[src/rtl/tt_pattern_pkg.sv]
// Shared constants for the serial pattern detector: parameter defaults, ui_in bit map,
// match-mode encoding and the effective-length clamp.
package tt_pattern_pkg;

  localparam int         MAX_LEN_DEF       = 8;
  localparam int         CNT_W_DEF         = 4;
  localparam logic [7:0] RESET_PATTERN_DEF = 8'h07;

  localparam int UI_DIN     = 0;
  localparam int UI_VALID   = 1;
  localparam int UI_LOAD    = 2;
  localparam int UI_LEN_LO  = 3;
  localparam int UI_LEN_HI  = 5;
  localparam int UI_OVERLAP = 6;
  localparam int UI_MODE    = 7;

  typedef enum logic {
    MODE_MEALY = 1'b0,
    MODE_MOORE = 1'b1
  } mode_e;

  // Requested length len_m1+1, limited to what the history window can hold.
  function automatic logic [3:0] clamp_len(input logic [2:0] len_m1, input int max_len);
    logic [3:0] req;
    req = {1'b0, len_m1} + 4'd1;
    if (int'(req) > max_len) return 4'(max_len);
    return req;
  endfunction

endpackage

[src/rtl/pattern_matcher.sv]
// Bit history, fill tracking and windowed compare against the stored pattern.
// hit is combinational on the accepted bit; armed follows the registered fill level.
module pattern_matcher #(
  parameter int MAX_LEN = 8,
  parameter int FW      = $clog2(MAX_LEN + 1)
) (
  input  logic               clk,
  input  logic               rst_n,
  input  logic               accept,
  input  logic               clear,
  input  logic               din,
  input  logic [FW-1:0]      len,
  input  logic               overlap,
  input  logic [MAX_LEN-1:0] pattern,
  output logic               hit,
  output logic               armed
);

  localparam logic [FW-1:0] MAX_FILL = FW'(MAX_LEN);

  logic [MAX_LEN-2:0] hist;
  logic [FW-1:0]      fill;
  logic [FW:0]        fill_inc;
  logic [MAX_LEN-1:0] window;
  logic [MAX_LEN-1:0] mask;
  logic               bits_equal;

  // Only the newest L bits of {hist, din} take part in the compare.
  assign window = {hist, din};

  always_comb begin
    mask = '0;
    for (int i = 0; i < MAX_LEN; i++) begin
      mask[i] = (i < int'(len));
    end
  end

  assign fill_inc   = {1'b0, fill} + (FW + 1)'(1);
  assign bits_equal = (((window ^ pattern) & mask) == '0);
  assign hit        = accept && (fill_inc >= {1'b0, len}) && bits_equal;
  assign armed      = (fill >= len);

  always_ff @(posedge clk or negedge rst_n) begin
    if (!rst_n) begin
      hist <= '0;
      fill <= '0;
    end else if (clear) begin
      hist <= '0;
      fill <= '0;
    end else if (accept) begin
      hist <= window[MAX_LEN-2:0];
      // Without overlap a match consumes its bits, so counting restarts from zero.
      if (hit && !overlap) begin
        fill <= '0;
      end else if (fill != MAX_FILL) begin
        fill <= fill_inc[FW-1:0];
      end
    end
  end

endmodule

[src/rtl/tt_um_pattern_detector.sv]
// Serial pattern detector: Mealy match same cycle as the bit, Moore match one cycle later.
// No backpressure; ena=0 freezes every register and suppresses the Mealy output.
module tt_um_pattern_detector
  import tt_pattern_pkg::*;
#(
  parameter int         MAX_LEN       = MAX_LEN_DEF,
  parameter logic [7:0] RESET_PATTERN = RESET_PATTERN_DEF,
  parameter int         CNT_W         = CNT_W_DEF
) (
  input  logic [7:0] ui_in,
  output logic [7:0] uo_out,
  input  logic [7:0] uio_in,
  output logic [7:0] uio_out,
  output logic [7:0] uio_oe,
  input  logic       ena,
  input  logic       clk,
  input  logic       rst_n
);

  localparam int FW = $clog2(MAX_LEN + 1);

  logic               din;
  logic               din_valid;
  logic               load;
  logic               overlap;
  mode_e              mode;
  logic [FW-1:0]      len;
  logic               accept;
  logic               clear;
  logic               hit;
  logic               armed;
  logic               match;
  logic               moore_q;
  logic [MAX_LEN-1:0] pattern;
  logic [CNT_W-1:0]   match_cnt;
  logic [3:0]         cnt_pin;

  assign din       = ui_in[UI_DIN];
  assign din_valid = ui_in[UI_VALID];
  assign load      = ui_in[UI_LOAD];
  assign overlap   = ui_in[UI_OVERLAP];
  assign mode      = mode_e'(ui_in[UI_MODE]);
  assign len       = FW'(clamp_len(ui_in[UI_LEN_HI:UI_LEN_LO], MAX_LEN));

  // A load in the same cycle as a valid bit wins; the bit is dropped.
  assign accept = ena && din_valid && !load;
  assign clear  = ena && load;

  pattern_matcher #(
    .MAX_LEN (MAX_LEN),
    .FW      (FW)
  ) u_matcher (
    .clk     (clk),
    .rst_n   (rst_n),
    .accept  (accept),
    .clear   (clear),
    .din     (din),
    .len     (len),
    .overlap (overlap),
    .pattern (pattern),
    .hit     (hit),
    .armed   (armed)
  );

  always_ff @(posedge clk or negedge rst_n) begin
    if (!rst_n) begin
      pattern <= RESET_PATTERN[MAX_LEN-1:0];
    end else if (clear) begin
      pattern <= uio_in[MAX_LEN-1:0];
    end
  end

  always_ff @(posedge clk or negedge rst_n) begin
    if (!rst_n) begin
      match_cnt <= '0;
    end else if (clear) begin
      match_cnt <= '0;
    end else if (hit) begin
      match_cnt <= match_cnt + 1'b1;
    end
  end

  // Pulse is armed only by Moore-mode hits, so a later mode switch still lets it finish.
  always_ff @(posedge clk or negedge rst_n) begin
    if (!rst_n) begin
      moore_q <= 1'b0;
    end else if (ena) begin
      moore_q <= !load && hit && (mode == MODE_MOORE);
    end
  end

  assign match = (hit && (mode == MODE_MEALY)) || moore_q;

  generate
    if (CNT_W >= 4) begin : g_cnt_wide
      assign cnt_pin = match_cnt[3:0];
    end else begin : g_cnt_narrow
      assign cnt_pin = {{(4 - CNT_W){1'b0}}, match_cnt};
    end
  endgenerate

  assign uo_out  = rst_n ? {cnt_pin, 2'b00, armed, match} : 8'h00;
  assign uio_out = 8'h00;
  assign uio_oe  = 8'h00;

endmodule

[config.mk]
export PLATFORM = sky130hd
export DESIGN_NAME = tt_um_pattern_detector
export DESIGN_NICKNAME = d
export VERILOG_FILES = /design/src/rtl/tt_pattern_pkg.sv /design/src/rtl/pattern_matcher.sv /design/src/rtl/tt_um_pattern_detector.sv
export SDC_FILE = /design/constraint.sdc
export NUM_CORES = 1
export LEC_CHECK = 0
export ABC_CLOCK_PERIOD_IN_PS = 5230
export CAP_MARGIN = 10
export CORE_MARGIN = 5
export CORE_UTILIZATION = 49
export CTS_BUF_LIST = sky130_fd_sc_hd__clkbuf_8
export DETAILED_ROUTE_END_ITERATION = 8
export PLACE_DENSITY = 0.8
export SYNTH_ARGS = -nofsm -noshare
export SYNTH_HDL_FRONTEND = slang
export SYNTH_HIERARCHICAL = 1
export SYNTH_SLANG_ARGS = --single-unit
[constraint.sdc]
create_clock -name clk -period 5.23 [get_ports clk]
set_clock_uncertainty 0.1 [all_clocks]
set_input_delay 1.046 -clock clk [delete_from_list [all_inputs] [get_ports clk]]
set_output_delay 1.046 -clock clk [all_outputs]
set_load 0.02 [all_outputs]
==> results of run 1 <==
metal layers:
| metal | vias to the layer above | part of all wire (%) |
|---|---|---|
| li1 | 588 | - |
| met1 | 598 | 44 |
| met2 | 33 | 50 |
| met3 | 6 | 4.0 |
| met4 | 0 | 2.1 |
| met5 | - | 0 |
power by group through the flow:
stage                     Clock, mW  Sequential (mW)  Combinational, mW
after floorplan                   0            0.212             0.0862
after global placement            0            0.214              0.106
after detailed placement          0            0.215              0.111
after CTS                     0.164            0.212              0.113
after global routing          0.174            0.213              0.124
final                         0.162            0.212              0.114
layout by cell type (no fill, tap or decap), drive strengths merged, types with 6 or more instances in the layout:
cell and count:
and2 6, mux2i 8, nor2 11, xnor2 9, ha 12, conb 18, inv 8, clkdlybuf4s50 23
mux2 10, dfrtp 21, a21oi 7
registers in the layout, indices dropped and copies added (netlist names):
register and flops:
pattern 8, u_matcher/hist 7, cnt_pin 4, u_matcher/fill 4, moore_q 1
worst min-delay path: cells and delay by family (launching register included):
family	cells	cell delay, ps
compound gates	1	60
buf+inv	1	60
flops	1	360
final cells by class:
class                           instances  area share (%)
Clock buffer                            3            2.06
Clock inverter                          1            1.50
Inverter                                8            1.50
Multi-Input combinational cell        126            48.2
Sequential cell                        24            30.1
Tap cell                               46            2.87
Timing Repair Buffer                   29            13.8
cells by family (layout without fill, tap and decap cells):
kind of cell / Yosys count / in the layout
simple gates: 40 / 40
fa+ha+maj: 12 / 12
flops: 24 / 24
mux: 18 / 18
buf+inv: 30 / 41
compound gates: 27 / 27
other cells: 1 / 18
xor+xnor: 11 / 11
path summary, 6_finish.rpt:
path	to	slack [ps]	depth (start not counted)
worst max-delay path	uo_out[0]	250	11
max in group asynchronous	pattern[0]	3260	2
worst min register to register	moore_q	420	2
worst max register to register	cnt_pin[3]	2720	9
min in group asynchronous	pattern[5]	1070	1
worst min-delay path	moore_q	420	2
metrics by stage:
step                      instance area [um2]  setup TNS (ps)  setup WS, ps  cells
after floorplan                          1750               0           766    180
after global placement                   1930               0          15.8    233
after detailed placement                 1930            -130          -130    233
after CTS                                2000               0           199    237
after global routing                     2010               0          92.5    237
final                                    2010               0           254    237
what timing repair did:
action / in CTS / in global routing
pin swaps: 0 / 0
resized for setup: 2 / 1
hold buffers: 0 / 0
cloned: 0 / 0
endpoints found under the setup margin: 1 / 1
==> flow_metrics.py, run 1 <==
metrics = {
    "outcome": {
        "result_of_the_run": "complete, no violations",
    },
    "worst_setup_path": {
        "reg2reg_from": "u_matcher/fill[0]",
        "setup.worst_path.end_class": "primary output",
        "timing.critical_path.required_ps": 4080,
        "cp_data_arrival_time_ps": 3830,
        "critPathMaxFanout": 5,
        "worstPathBufferInverterCount": 2,
        "worst_setup_path_type": "in -> out",
        "critPathTopFamily": "simple AND/OR/NAND/NOR gates",
        "critical_path.startpoint": "ui_in[3]",
        "timing.critical_path.cells": "clkdlybuf4s50_1 -> ha_1 -> a21oi_1 -> mux2_2 -> nor3_2 -> o22ai_1 -> or4_4 -> nor3_2 -> nand2b_1 -> a21boi_0 -> dlygate4sd2_1",
        "critPathSlowestCell": "sky130_fd_sc_hd__or4_4",
        "cp_common_cell": "sky130_fd_sc_hd__nor3_2",
        "crit_path_max_incr_delay_ps": 550,
        "critical_path.startpoint_type": "input port",
    },
    "logic_synthesis": {
        "yosys.cell_types.count": 44,
        "async_reset_ff_share_pct": 100,
        "postSynthCellCount": 163,
        "synth_area_in_compound_gates_pct": 10.9,
        "synth.cells.most_frequent": "sky130_fd_sc_hd__dfrtp_1, sky130_fd_sc_hd__buf_4, sky130_fd_sc_hd__ha_1",
        "synthesis.yosys.warnings": 6,
        "synthSimpleGateAreaFrac_pct": 14.4,
        "synth-xor-area-share_pct": 5.72,
        "postSynthAreaPerCell_um2": 10.3,
        "edff_count_synth": 0,
        "syn_area_mm2": 0.00169,
        "seq_area_frac_synth_pct": 35.9,
        "synth_top_area_share_pct": 31.2,
        "ys_seq_elements": 24,
        "yosys.cell_count.top_type": "sky130_fd_sc_hd__dfrtp_1",
        "ys_dominant_reg_cell": "sky130_fd_sc_hd__dfrtp_1",
        "main_combinational_cell_family_by_area_after_synthesis": "simple AND/OR/NAND/NOR gates",
        "post-synth-top-area-cell": "sky130_fd_sc_hd__dfrtp_1",
        "muxShareOfSynthArea_pct": 12.8,
        "top_post_synthesis_cells_by_area": "sky130_fd_sc_hd__dfrtp_1, sky130_fd_sc_hd__ha_1, sky130_fd_sc_hd__buf_4",
        "synthesized_area_fraction_occupied_by_adder_cells_pct": 8.91,
    },
    "timing": {
        "worst_slew_pin_slew_ps": 635,
        "setup_viol": 0,
        "timing.fmax_ghz": 0.201,
        "layout_min_cycle_time_ps": 4980,
        "slew_violations": 0,
        "layout_worst_path_cycle_share_pct": 95.1,
        "fin_worst_hold_slack_ps": 423,
        "max_slew_margin_pct": 57.5,
        "unrepaired_setup_endpoints_after_global_routing": "false",
        "hold_viol": 0,
    },
    "power": {
        "total_power_uw": 488,
        "reg_power_share_pct": 43.4,
        "internal_power_uw": 357,
        "total_leakage_power_nw": 0.907,
        "p_switching_uw": 130,
        "p_comb_share_pct": 23.3,
        "share_clk_of_total_power_pct": 33.3,
        "pwr_density_cell_mw_per_mm2": 243,
        "switching_part_of_the_total_power_pct": 26.7,
        "power.ir.vdd_worst_mv": 0.111,
    },
    "cts": {
        "tritoncts_num_sinks": 24,
        "cts.clk_slew.worst_paths_ps": 80,
        "cts.htree.levels": 1,
        "worstSkewPairLatency_ps": 270,
        "root_buffer": "sky130_fd_sc_hd__clkbuf_8",
        "max-clock-path-buffers": 2,
        "cts.repair_timing.setup_buffer_count": 0,
        "tritoncts_clock_tree": "done",
        "cts_made_buffers": 3,
    },
    "die": {
        "die-height_um": 68.6,
        "floorplan.die.width_um": 68.6,
        "top_level_ports": 43,
        "fp.dieArea_mm2": 0.00471,
        "row_count": 21,
        "initial_utilization_pct": 50.5,
        "core_area_mm2": 0.00334,
    },
    "route": {
        "detailedRoute.firstIterationViolations": 71,
        "drt-total-wl_um": 3330,
        "vias": 1225,
        "firstDrtPassIters": 4,
        "avgRoutedWirePerCell_um": 14.0,
        "remaining_drc_errors": 0,
        "post_drt_via_cell_ratio": 5.17,
        "final_antenna_net_count": 0,
    },
    "finish": {
        "multiInputGateArea_um2": 966,
        "insertedDiodeCount": 0,
        "area_occupied_by_registers_um2": 604,
        "n_fill_cell": 288,
        "finish.utilization_pct": 60.1,
        "area_delta_synth_final_pct": 19.0,
        "layout.nets": 223,
        "drive_gt1_share_pct": 16.2,
    },
    "global_routing": {
        "grt_antenna_before_repair": 0,
        "grtUsageMet1_pct": 18.5,
        "grt_overflow": 0,
        "grt.total_usage_pct": 15.0,
        "grt_pass1_vias": 1249,
        "maximum_number_of_pins_on_one_net_before_global_route_repair": 24,
        "global_route.peak_usage_layer": "met2",
        "grt_use_met3_pct": 1.62,
        "grt.met2_usage_pct": 26.1,
        "grt_pass1_wl_um": 5350,
    },
    "placement": {
        "detailed_place_hpwl_um": 2590,
        "gpl.final_weighted_congestion": 0.898,
        "placement.io_buffers": 24,
    },
    "job": {
        "timing.max_cap.violations": 0,
    },
    "hold_path": {
        "hold_path.class": "reg -> reg",
        "worst_hold_startpoint": "moore_q",
    },
}
Note: power is estimated with default switching activity, not from simulation.
==> run 2: changes to the inputs <==
Settings changed: ABC_CLOCK_PERIOD_IN_PS 5230 to unset.
==> results of run 2 <==
Final layout, timing and power as in run 1 (identical DEF).
==> run 3: changes to the inputs <==
Settings changed: GPL_TIMING_DRIVEN set to 0.
==> flow_metrics.py, run 3 (synthesis gave the netlist of run 1 again) <==
metrics = {
    "hold_path": {
        "hold_path.class": "reg -> reg",
        "whs_path_depth": 2,
    },
    "timing": {
        "slew_violations": 0,
        "max_slew_margin_pct": 59.9,
        "worst_slew_pin_slew_ps": 602,
        "unrepaired_setup_endpoints_after_global_routing": "false",
        "hold_viol": 0,
        "timing.fmax_ghz": 0.199,
        "layout_min_cycle_time_ps": 5010,
        "setup_viol": 0,
        "layout_worst_path_cycle_share_pct": 95.9,
    },
    "placement": {
        "placedInstanceArea_mm2": 0.00205,
        "gpl.final_weighted_congestion": 0.821,
        "placement.io_buffers": 24,
        "post-place-cells": 250,
        "detailed_place_hpwl_um": 2390,
    },
    "worst_setup_path": {
        "timing.critical_path.cells": "clkdlybuf4s50_1 -> ha_1 -> a21oi_1 -> mux2_2 -> a211oi_2 -> o221ai_1 -> or4_4 -> nor3_2 -> buf_4 -> nand2b_1 -> a21boi_0 -> buf_2",
        "critPathTopFamily": "buffers and inverters",
        "cp_data_arrival_time_ps": 3870,
        "worstPathBufferInverterCount": 3,
        "timing.critical_path.to": "uo_out[0]",
        "worst_setup_path_type": "in -> out",
        "timing.critical_path.required_ps": 4080,
        "register_to_register_setup_slack_ps": 2800,
        "reg2reg_from": "pattern[2]",
        "setup.worst_path.end_class": "primary output",
        "critPathSlowestCell": "sky130_fd_sc_hd__or4_4",
        "critPathMaxFanout": 7,
        "critical_path_depth": 12,
        "critical_path.startpoint": "ui_in[3]",
        "critical_path.startpoint_type": "input port",
        "rr_worst_depth": 7,
        "crit-reg2reg-capture": "cnt_pin[3]",
        "crit_path_max_incr_delay_ps": 610,
    },
    "die": {
        "row_count": 21,
        "floorplan.die.width_um": 68.6,
        "initial_utilization_pct": 50.5,
        "die-height_um": 68.6,
        "fp.dieArea_mm2": 0.00471,
        "core_area_mm2": 0.00334,
        "top_level_ports": 43,
    },
    "finish": {
        "insertedDiodeCount": 0,
        "finish.utilization_pct": 63.6,
        "post-route-cell-area_mm2": 0.00212,
        "layout.nets": 240,
        "registers.top_by_ff_count": "pattern",
        "area_delta_synth_final_pct": 25.8,
        "mostFrequentLayoutCells": "sky130_fd_sc_hd__clkdlybuf4s50_1, sky130_fd_sc_hd__dfrtp_1, sky130_fd_sc_hd__buf_4",
        "largest_register_ff_count": 8,
        "drive_gt1_share_pct": 23.1,
        "layout.cells.most_common": "sky130_fd_sc_hd__clkdlybuf4s50_1",
        "reg_top3": "pattern (8), u_matcher/hist (7)",
        "post_layout_nonfiller_instances": 254,
    },
    "cts": {
        "cts.clk_slew.worst_paths_ps": 90,
        "cts_made_buffers": 3,
        "tritoncts_num_sinks": 24,
        "worstSkewPairLatency_ps": 260,
        "max-clock-path-buffers": 2,
        "cts.repair_timing.setup_buffer_count": 0,
        "cts.htree.levels": 1,
        "tritoncts_clock_tree": "done",
        "cts-hold-fix-buffers": 0,
        "post_cts_resize_count": 5,
        "root_buffer": "sky130_fd_sc_hd__clkbuf_8",
    },
    "power": {
        "power.ir.vdd_worst_mv": 0.194,
        "pwr_density_cell_mw_per_mm2": 231,
        "total_leakage_power_nw": 0.992,
    },
    "global_routing": {
        "grt_overflow": 0,
        "grt_pass1_vias": 1147,
        "grt_pass1_wl_um": 5140,
        "maximum_number_of_pins_on_one_net_before_global_route_repair": 31,
        "grt_antenna_before_repair": 0,
        "grt.total_usage_pct": 14.2,
    },
    "route": {
        "final_antenna_net_count": 0,
        "detailedRoute.firstIterationViolations": 52,
        "remaining_drc_errors": 0,
        "vias": 1220,
        "avgRoutedWirePerCell_um": 12.4,
        "firstDrtPassIters": 4,
        "post_drt_via_cell_ratio": 4.80,
        "drt-total-wl_um": 3140,
    },
    "job": {
        "timing.max_cap.violations": 0,
    },
    "outcome": {
        "result_of_the_run": "complete, no violations",
    },
}
[run 3: changes by cell type in the layout (fill, tap and decap cells not counted)]
cell / change
sky130_fd_sc_hd__buf_6: +1
sky130_fd_sc_hd__clkbuf_1: +1
sky130_fd_sc_hd__buf_2: +2
sky130_fd_sc_hd__buf_4: +14
sky130_fd_sc_hd__buf_1: +1
sky130_fd_sc_hd__clkdlybuf4s50_1: -1
sky130_fd_sc_hd__dlygate4sd2_1: -1
[run 3: routing by layer]
metal / track usage (%) / wire length [um]
met5: 0 / 0
met4: 3.72 / 26
met3: 2.27 / 188
met2: 22.6 / 1510
met1: 20.0 / 1410
[run 3: per-stage QoR]
| stage | setup WS [ps] | hold slack [ps] | total power [mW] | setup TNS [ps] |
|---|---|---|---|---|
| finish | 217 | 421 | 0.490 | 0 |
| global placement | -254 | 409 | 0.330 | -254 |
| CTS | 35.3 | 430 | 0.493 | 0 |
| global route | 65.8 | 461 | 0.514 | 0 |
| detailed placement | -323 | 417 | 0.332 | -323 |
| floorplan | 766 | 389 | 0.298 | 0 |
[run 3: worst register-to-register path: stages, from the launching register on]
cell                       delay, ps
sky130_fd_sc_hd__dfstp_2         550
sky130_fd_sc_hd__xnor2_1         120
sky130_fd_sc_hd__o221ai_1        150
sky130_fd_sc_hd__or4_4           610
sky130_fd_sc_hd__nor3_2          210
sky130_fd_sc_hd__buf_4           190
sky130_fd_sc_hd__nand4_1         110
sky130_fd_sc_hd__mux2_2          280
[run 3: worst min path at each step]
stage	slack, ps	start	end
2_1_floorplan	390	moore_q	moore_q
3_3_place_gp	410	moore_q	moore_q
3_5_place_dp	420	moore_q	moore_q
4_1_cts	430	moore_q	moore_q
5_1_grt	460	pattern[6]	pattern[6]
6_report	420	moore_q	moore_q
[run 3: area by class of cell]
type	instances	area [um2]
plain buffers	22	161
multi-input cells	126	966
inverters	8	30.0
clock inverters	1	30.0
well taps	46	57.6
fillers	278	1220
clock buffers	3	41.3
repair buffers	24	230
flip-flops and latches	24	604
[run 3: power breakdown]
| part | total, mW | internal (mW) | switching, mW | leakage, nW |
|---|---|---|---|---|
| logic | 0.119 | 0.0620 | 0.0569 | 0.644 |
| clock network | 0.159 | 0.102 | 0.0573 | 0.0357 |
| registers | 0.211 | 0.200 | 0.0109 | 0.312 |
